$ cat src/rtl/stream_arbiter.sv
`default_nettype none
// ============================================================================
// Module   : stream_arbiter
// Brief    : Round-robin N:1 arbiter for 32-bit stb/ack streams with bounded
//            bursts, one registered word in flight and a sticky stall watchdog.
// Revision : 1.0 - initial release
// ============================================================================
module stream_arbiter #(
    parameter int N         = 4,
    parameter int MAX_BURST = 8,
    parameter int TIMEOUT   = 4096
) (
    input  logic            clk,
    input  logic            rst_n,
    input  logic [N*32-1:0] input_in,
    input  logic [N-1:0]    input_in_stb,
    output logic [N-1:0]    input_in_ack,
    output logic [31:0]     output_out,
    output logic            output_out_stb,
    input  logic            output_out_ack,
    output logic [N-1:0]    grant,
    output logic            exception
);

    localparam int c_gw = (N > 1) ? $clog2(N) : 1;
    localparam int c_bw = (MAX_BURST > 1) ? $clog2(MAX_BURST) : 1;
    localparam int c_sw = $clog2(TIMEOUT + 1);

    localparam logic [c_gw-1:0] c_last_port  = c_gw'(N - 1);
    localparam logic [c_bw-1:0] c_burst_last = c_bw'(MAX_BURST - 1);
    localparam logic [c_sw-1:0] c_stall_max  = c_sw'(TIMEOUT);
    localparam logic [c_sw-1:0] c_stall_trip = c_sw'(TIMEOUT - 1);

    typedef enum logic [1:0] {
        IDLE   = 2'd0,
        ACCEPT = 2'd1,
        SEND   = 2'd2
    } state_t;

    state_t            r_state, w_state_nxt;
    logic [c_gw-1:0]   r_g, w_g_nxt;
    logic [c_gw-1:0]   r_ptr, w_ptr_nxt;
    logic [c_bw-1:0]   r_burst, w_burst_nxt;
    logic [c_sw-1:0]   r_stall, w_stall_nxt;
    logic              r_exc, w_exc_nxt;
    logic [31:0]       r_out, w_out_nxt;
    logic              r_out_stb, w_out_stb_nxt;
    logic [N-1:0]      r_ack, w_ack_nxt;
    logic [N-1:0]      r_grant, w_grant_nxt;

    logic [31:0]       w_words [N];
    logic [c_gw-1:0]   w_ptr_inc;
    logic [c_gw-1:0]   w_idle_g;
    logic [c_gw-1:0]   w_rot_g;
    logic              w_any;
    logic              w_stalled;

    // First requester at or after 'start' in circular order.
    function automatic logic [c_gw-1:0] next_grant(input logic [N-1:0]    req,
                                                   input logic [c_gw-1:0] start);
        logic [c_gw-1:0] sel;
        logic [c_gw-1:0] k;
        logic            found;
        sel   = start;
        found = 1'b0;
        for (int i = 0; i < N; i++) begin
            k = c_gw'((int'(start) + i) % N);
            if (!found && req[k]) begin
                sel   = k;
                found = 1'b1;
            end
        end
        return sel;
    endfunction

    function automatic logic [N-1:0] onehot(input logic [c_gw-1:0] k);
        logic [N-1:0] v;
        v    = '0;
        v[k] = 1'b1;
        return v;
    endfunction

    for (genvar gi = 0; gi < N; gi++) begin : g_unpack
        assign w_words[gi] = input_in[32*gi +: 32];
    end

    assign w_any     = |input_in_stb;
    assign w_ptr_inc = (r_g == c_last_port) ? '0 : r_g + c_gw'(1);
    assign w_idle_g  = next_grant(input_in_stb, r_ptr);
    assign w_rot_g   = next_grant(input_in_stb, w_ptr_inc);
    assign w_stalled = (r_state == SEND) && !output_out_ack;

    always_comb begin
        w_state_nxt   = r_state;
        w_g_nxt       = r_g;
        w_ptr_nxt     = r_ptr;
        w_burst_nxt   = r_burst;
        w_out_nxt     = r_out;
        w_out_stb_nxt = r_out_stb;
        w_ack_nxt     = r_ack;
        w_grant_nxt   = r_grant;

        case (r_state)
            IDLE: begin
                if (w_any) begin
                    w_g_nxt     = w_idle_g;
                    w_burst_nxt = '0;
                    w_ack_nxt   = onehot(w_idle_g);
                    w_grant_nxt = onehot(w_idle_g);
                    w_state_nxt = ACCEPT;
                end
            end
            ACCEPT: begin
                w_ack_nxt = '0;
                if (input_in_stb[r_g]) begin
                    w_out_nxt     = w_words[r_g];
                    w_out_stb_nxt = 1'b1;
                    w_state_nxt   = SEND;
                end else begin
                    // Producer withdrew its request: give up the slot entirely.
                    w_ptr_nxt   = w_ptr_inc;
                    w_grant_nxt = '0;
                    w_state_nxt = IDLE;
                end
            end
            SEND: begin
                if (output_out_ack) begin
                    w_out_stb_nxt = 1'b0;
                    if ((r_burst < c_burst_last) && input_in_stb[r_g]) begin
                        w_burst_nxt = r_burst + c_bw'(1);
                        w_ack_nxt   = onehot(r_g);
                        w_state_nxt = ACCEPT;
                    end else begin
                        w_ptr_nxt = w_ptr_inc;
                        if (w_any) begin
                            w_g_nxt     = w_rot_g;
                            w_burst_nxt = '0;
                            w_ack_nxt   = onehot(w_rot_g);
                            w_grant_nxt = onehot(w_rot_g);
                            w_state_nxt = ACCEPT;
                        end else begin
                            w_grant_nxt = '0;
                            w_state_nxt = IDLE;
                        end
                    end
                end
            end
            default: begin
                w_out_stb_nxt = 1'b0;
                w_ack_nxt     = '0;
                w_grant_nxt   = '0;
                w_state_nxt   = IDLE;
            end
        endcase
    end

    // Watchdog: the exception latches on the TIMEOUT-th consecutive stalled edge.
    always_comb begin
        w_stall_nxt = '0;
        w_exc_nxt   = r_exc;
        if (w_stalled) begin
            w_stall_nxt = (r_stall == c_stall_max) ? r_stall : r_stall + c_sw'(1);
            if (r_stall == c_stall_trip) begin
                w_exc_nxt = 1'b1;
            end
        end
    end

    always_ff @(posedge clk or negedge rst_n) begin
        if (!rst_n) begin
            r_state   <= IDLE;
            r_g       <= '0;
            r_ptr     <= '0;
            r_burst   <= '0;
            r_stall   <= '0;
            r_exc     <= 1'b0;
            r_out     <= '0;
            r_out_stb <= 1'b0;
            r_ack     <= '0;
            r_grant   <= '0;
        end else begin
            r_state   <= w_state_nxt;
            r_g       <= w_g_nxt;
            r_ptr     <= w_ptr_nxt;
            r_burst   <= w_burst_nxt;
            r_stall   <= w_stall_nxt;
            r_exc     <= w_exc_nxt;
            r_out     <= w_out_nxt;
            r_out_stb <= w_out_stb_nxt;
            r_ack     <= w_ack_nxt;
            r_grant   <= w_grant_nxt;
        end
    end

    assign input_in_ack   = r_ack;
    assign output_out     = r_out;
    assign output_out_stb = r_out_stb;
    assign grant          = r_grant;
    assign exception      = r_exc;

endmodule
`default_nettype wire

$ cat config.mk
export PLATFORM = sky130hd
export DESIGN_NAME = stream_arbiter
export DESIGN_NICKNAME = d
export VERILOG_FILES = /design/src/rtl/stream_arbiter.sv
export SDC_FILE = /design/constraint.sdc
export NUM_CORES = 1
export LEC_CHECK = 0
export CORE_MARGIN = 3
export CORE_UTILIZATION = 51
export CTS_CLUSTER_SIZE = 30
export DETAILED_ROUTE_END_ITERATION = 10
export DONT_BUFFER_PORTS = 1
export PLACE_DENSITY = 0.66
export SYNTH_ARGS = -nofsm -noshare
export SYNTH_HDL_FRONTEND = slang
export SYNTH_SLANG_ARGS = --single-unit
$ cat constraint.sdc
create_clock -name clk -period 5.13 [get_ports clk]
set_clock_uncertainty 0.2 [all_clocks]
set_input_delay 0.2565 -clock clk [delete_from_list [all_inputs] [get_ports clk]]
set_output_delay 0.2565 -clock clk [all_outputs]
set_load 0.03 [all_outputs]
# Yosys cells after proc, flatten, opt, wreduce, memory -nomap -nowiden
# Index checks and enable logic that the tools add are counted.
# W data, S select, Z words.
dict set report word_totals {
  word_cells 155
  in_bits 135
  romBits 0
  out_inout_bits 42
  latchBits 0
  n_memories 0
  ram_bits 0
  ff_bits 64
}
dict set report classes {
  div_mod_pow 0
  add_sub_neg 9
  bitwise_logic 2
  shifts 0
  mux 74
  n_eq_ne 13
  n_mul 0
  magnitude_cmp 16
  reduce_logical 31
}
# operator n
set op_table {}
lappend op_table {{$bmux W32 S2} 1}
lappend op_table {{$mux W32} 2}
lappend op_table {{$mux W2} 17}
lappend op_table {{$lt A2 B3 Y1 const B} 11}
lappend op_table {{$mux W4} 8}
lappend op_table {{$mux W13} 2}
lappend op_table {{$mux W1} 22}
lappend op_table {{$bmux W1 S2} 9}
lappend op_table {{$ne A2 B2 Y1 const B} 7}
lappend op_table {{$add A13 B1 Y13 const B} 1}
lappend op_table {{$eq A13 B12 Y1 const B} 1}
lappend op_table {{$eq A13 B13 Y1 const B} 1}
lappend op_table {{$pmux W4 S3} 1}
lappend op_table {{$logic_and A1 B1 Y1} 11}
lappend op_table {{$mux W3} 3}
lappend op_table {{$add A2 B2 Y2 const B} 4}
lappend op_table {{$pmux W2 S2} 2}
lappend op_table {{$pmux W4 S2} 1}
lappend op_table {{$reduce_and A2 Y1} 4}
lappend op_table {{$reduce_and A4 Y1} 2}
lappend op_table {{$logic_not A1 Y1} 7}
lappend op_table {{$add A2 B1 Y2 const B} 3}
lappend op_table {{$demux W1 S2} 3}
lappend op_table {{$ge A2 B1 Y1 const B} 3}
lappend op_table {{other kinds (16)} 19}

# Longest topological paths before layout
dict set report depth {
  depth_word 22
  ltp_mapped 10
  mapped_depth_nobuf 7
}

# Worst setup path before layout
# No wires, ideal clock.
dict set report synth_timing {
  path_type {register to register}
  from {register r_g[1]}
  to {register r_ack[0], in the netlist input_in_ack[0]}
  setup_time_ns 0.099
  required_time_ns 4.831
  period_less_slack_ns 2.750
  path_stages_with_launch 10
  setup_slack_ns 2.380
  arrival_time_ns 2.451
  n_path_buf 2
  path_cell_list {dfrtp_1 -> clkbuf_1 -> clkbuf_1 -> inv_1 -> ha_1 -> nor2b_1 -> or4_1 -> o21ai_0 -> nand3_1 -> a311oi_1}
}
dict set report synth_via {
  elab_chain_cells 22
  elab_cells_between_ends 45
}
# item line
set synth_lines {}
lappend synth_lines {{from (decl)} 41} ;# logic [c_gw-1:0] r_g, w_g_nxt;
lappend synth_lines {{from (signal assigned)} 183} ;# r_g <= w_g_nxt;
lappend synth_lines {{$add A2 B1 Y2 or $eq A2 B2 Y1 (tied branches)} 88} ;# assign w_ptr_inc = (r_g == c_last_port) ? '0 : r_g + c_gw'(1);
lappend synth_lines {{$mux W2 *} 88}
lappend synth_lines {{net w_ptr_inc[1]} 52} ;# logic [c_gw-1:0] w_ptr_inc;
lappend synth_lines {{branches (longest 11 deep; another with $add A2 B1 Y2)} -}
lappend synth_lines {{$mux W2 *} 68} ;# if (!found && req[k]) begin
lappend synth_lines {{$lt A2 B3 Y1 (implied by the code) or $ge A2 B1 Y1 (tied branches)} 79} ;# v[k] = 1'b1;
lappend synth_lines {{$logic_and A1 B1 Y1 (implied by the code)} 79}
lappend synth_lines {{$mux W1 (implied by the code)} 79}
lappend synth_lines {{$demux W1 S2 *} 79}
lappend synth_lines {{$mux W4 *} 135} ;# if (w_any) begin
lappend synth_lines {{$mux W4 *} 129} ;# if ((r_burst < c_burst_last) && input_in_stb[r_g]) begin
lappend synth_lines {{$mux W4 *} 127} ;# if (output_out_ack) begin
lappend synth_lines {{$pmux W4 S2 *} 103} ;# case (r_state)
lappend synth_lines {{to (signal assigned)} 190} ;# r_ack <= w_ack_nxt;
lappend synth_lines {{to (decl)} 48} ;# logic [N-1:0] r_ack, w_ack_nxt;
# Mark *: on every way through the listed nets, which the timed path passes. The select of a mux whose other input is x is not followed.
# A chain may end at the register's enable or synchronous reset.

# Worst setup path after layout
dict set report layout_timing {
  from {register r_g[0]}
  to {register r_grant[1], in the netlist grant[1]}
}
dict set report layout_via {
  elab_chain_cells 22
  elab_cells_between_ends 41
}
# item line
set layout_lines {}
lappend layout_lines {{branches (longest 22 deep; another with $add A2 B1 Y2)} -}
lappend layout_lines {{to (signal assigned)} 191} ;# r_grant <= w_grant_nxt;
lappend layout_lines {{to (decl)} 49} ;# logic [N-1:0] r_grant, w_grant_nxt;
# Several ways; the timed one is not identified. The select of a mux whose other input is x is not followed.

==> impl_metrics.json <==
{
  "vias_per_cell": 6.39,
  "reg2reg_to": "grant[1]",
  "rows": 31,
  "reg2regPathDepth": 4,
  "async_reset_ff_share_pct": 100,
  "synthCells": 342,
  "cts_sinks": 64,
  "grt_overflow_total": 0,
  "die_h_um": 94.6,
  "place_congestion": 0.829,
  "cts_tree": "yes",
  "leakage_nw": 1.66,
  "antenna_found_initial": 0,
  "track_usage_pct": 20.5,
  "tightest_slew_ps": 846,
  "yosysWarnings": 0,
  "routed_wirelength_um": 9490,
  "cts_buffers": 9,
  "diodes": 0,
  "finalHoldViolCount": 0,
  "root_buffer": "clkbuf_8",
  "netlist_area_mm2": 0.00400,
  "fp.coreArea_mm2": 0.00745,
  "nets": 476,
  "cpLargestDelayFamily": "multiplexers",
  "max_cap_viol_count": 0,
  "htreeDepth": 3,
  "drcViolationCount": 0,
  "cp-end-kind": "register",
  "path_max_fanout": 34,
  "synth-edff-count": 0,
  "dp_slack_ps": 2160,
  "synth_ff_type": "dfrtp_1",
  "ant_nets": 0,
  "crit_slowest_cell": "nand3_2",
  "start_kind": "register",
  "status": "completed",
  "die-area_mm2": 0.00894,
  "cp_num_cells": 4,
  "layout-drive-gt1-share_pct": 28.6,
  "worst_slack_ps": 2240,
  "ios": 177,
  "finalSetupViolations": 0,
  "vias": 2801,
  "hold_path_startpoint": "output_out_ack",
  "yosys.area.top_type": "dfrtp_1",
  "routedWlPerCell_um": 21.7,
  "period_share_pct": 56.4,
  "max_freq_mhz": 346,
  "area_growth_pct": 6.66,
  "grt_pass1_vias": 2756,
  "hold_path_end": "r_burst[2]",
  "io_buffers": 0,
  "required_ps": 5150,
  "avgSynthCellArea_um2": 11.7,
  "hpwl_um": 7250,
  "start_util_pct": 53.7,
  "hold_class": "in2reg",
  "rsz0062_at_grt": "no",
  "grt_pass1_wl_um": 14200,
  "clk_pin_slew_ps": 70,
  "grt_max_degree": 65,
  "holdPathStages": 3,
  "slew_headroom_pct": 43.6,
  "worst_skew_pair.late_latency_ps": 330,
  "crit_type": "reg2reg",
  "synth_top_cell_area_share_pct": 40.0,
  "ys_seq_area_share_pct": 40.0,
  "peakVddDrop_v": 0.000349,
  "first_iter_violations": 111,
  "dr.pass1.iters": 4,
  "syn_nets": 484,
  "cts.repair.resized": 0,
  "rrSetupSlack_ps": 2240,
  "setup_tns_ps": 0,
  "ys_ff_latch": 64,
  "worstPathArrival_ps": 2910,
  "critPathBufInv": 0,
  "crit_chain": "mux4_2 -> nand3_2 -> a32oi_2 -> mux2_2",
  "power.density_mw_per_mm2": 642,
  "synthDistinctLibCells": 53,
  "die_x_um": 94.6,
  "yosys-top-cells-area": "dfrtp_1 (40%), mux4_2 (19%), mux2_2 (10%)",
  "slowest_delay_ps": 660,
  "drv_slew": 0,
  "min_period_ps": 2890,
  "crit-reg2reg-launch": "r_g[0]",
  "cts.path.max_buffers": 2
}
-- layout make-up --
| cell class | instances | area, um2 |
|---|---|---|
| multi-input combinational | 243 | 2240 |
| inverter | 11 | 41.3 |
| timing repair buffer | 5 | 62.6 |
| clock inverter | 7 | 70.1 |
| fill | 638 | 3180 |
| tap | 99 | 124 |
| clock buffer | 9 | 124 |
| sequential | 64 | 1600 |
-- layout by cell type, fill, tap and decap left out, drive strengths merged, types with 2 or more instances in the layout --
master	Yosys	final
ha	7	7
mux4	33	33
nand2b	5	5
nor4b	3	3
xor2	4	4
or2	2	2
o31ai	2	2
nor2b	8	8
nand2	18	18
clkinv	0	4
or4	2	2
a21oi	9	9
nor3	6	6
clkbuf	14	9
a32oi	4	4
mux2	37	37
buf	10	3
o21a	3	3
xnor2	5	5
inv	11	12
dlygate4sd3	0	2
nor2	26	26
a2111oi	2	2
or3	3	3
nor4	3	3
a31oi	2	2
o21ai	17	17
o22ai	3	3
dfrtp	64	64
nand4	4	4
nand3	15	15
-- power breakdown --
| group | total, mW | internal, mW | switching [mW] |
|---|---|---|---|
| clock | 0.420 | 0.224 | 0.196 |
| sequential | 1.18 | 0.692 | 0.491 |
| combinational | 1.14 | 0.607 | 0.530 |
-- per-layer routing --
metal	global-route usage, %	up-vias	share of wire (%)
met3	6.22	10	7.6
met2	33.5	117	52
li1	-	1274	-
met4	5.05	0	1.3
met5	0	-	0
met1	27.0	1400	40
-- metrics by stage --
stage	hold WS (ps)	total power, mW	instance area (um2)	std cells	util, %
6_report	26.1	2.74	4270	438	57.3
5_1_grt	30.3	2.92	4270	438	57.3
4_1_cts	5.52	2.77	4270	438	57.3
3_5_place_dp	-238	2.33	4030	419	54.0
3_3_place_gp	-237	2.30	4030	419	54.0
2_1_floorplan	-239	2.12	4000	342	-
-- state kept, by name, summed over array words and instances (netlist names), 2 cells and up --
signal,count
input_in_ack,4
r_burst,3
r_stall,13
grant,4
r_ptr,2
r_g,2
r_state,2
output_out,32
-- worst max-delay path by stage --
stage | startpoint | to | slack (ps)
2_1_floorplan | r_g[1] | input_in_ack[0] | 2380
3_3_place_gp | r_g[0] | grant[1] | 2220
3_5_place_dp | r_g[0] | grant[1] | 2160
4_1_cts | r_g[0] | grant[1] | 2170
5_1_grt | r_g[0] | grant[1] | 2050
6_report | r_g[0] | grant[1] | 2240
-- cell families after synthesis --
kind of cell             share of synthesized area, %
multiplexers                                     29.3
AND/OR/NAND/NOR                                  12.7
buffers and inverters                            3.91
adder cells (fa/ha/maj)                          2.19
XOR/XNOR                                         1.97
AO/OA/AOI/OAI                                    9.85
flip-flops                                       40.0
-- tightest hold or removal path, cell delays in order --
cell and delay, ps:
nand2_1 70, or3_1 110, a31oi_1 70
-- cell usage after synthesis, types with 2 or more instances --
library cell	count
clkbuf_1	14
a32oi_1	3
nand2_1	18
nand4_1	4
o21ai_0	17
o21a_1	3
mux4_2	33
a2111oi_0	2
or3_1	3
buf_6	2
mux2_2	36
nor2_1	26
nor2b_1	8
o22ai_1	3
a21oi_1	9
ha_1	7
nor3_1	6
dfrtp_1	64
or4_1	2
nor4_1	3
xor2_1	4
buf_2	8
xnor2_1	5
a31oi_1	2
inv_1	11
or2_2	2
nor4b_1	3
o31ai_1	2
nand3_1	14
nand2b_1	5
-- what timing repair did --
action,in CTS,in global routing
setup buffers,0,0
hold buffers,3,0
hold endpoints to repair,65,0
Note: power is estimated with default switching activity, not from simulation.
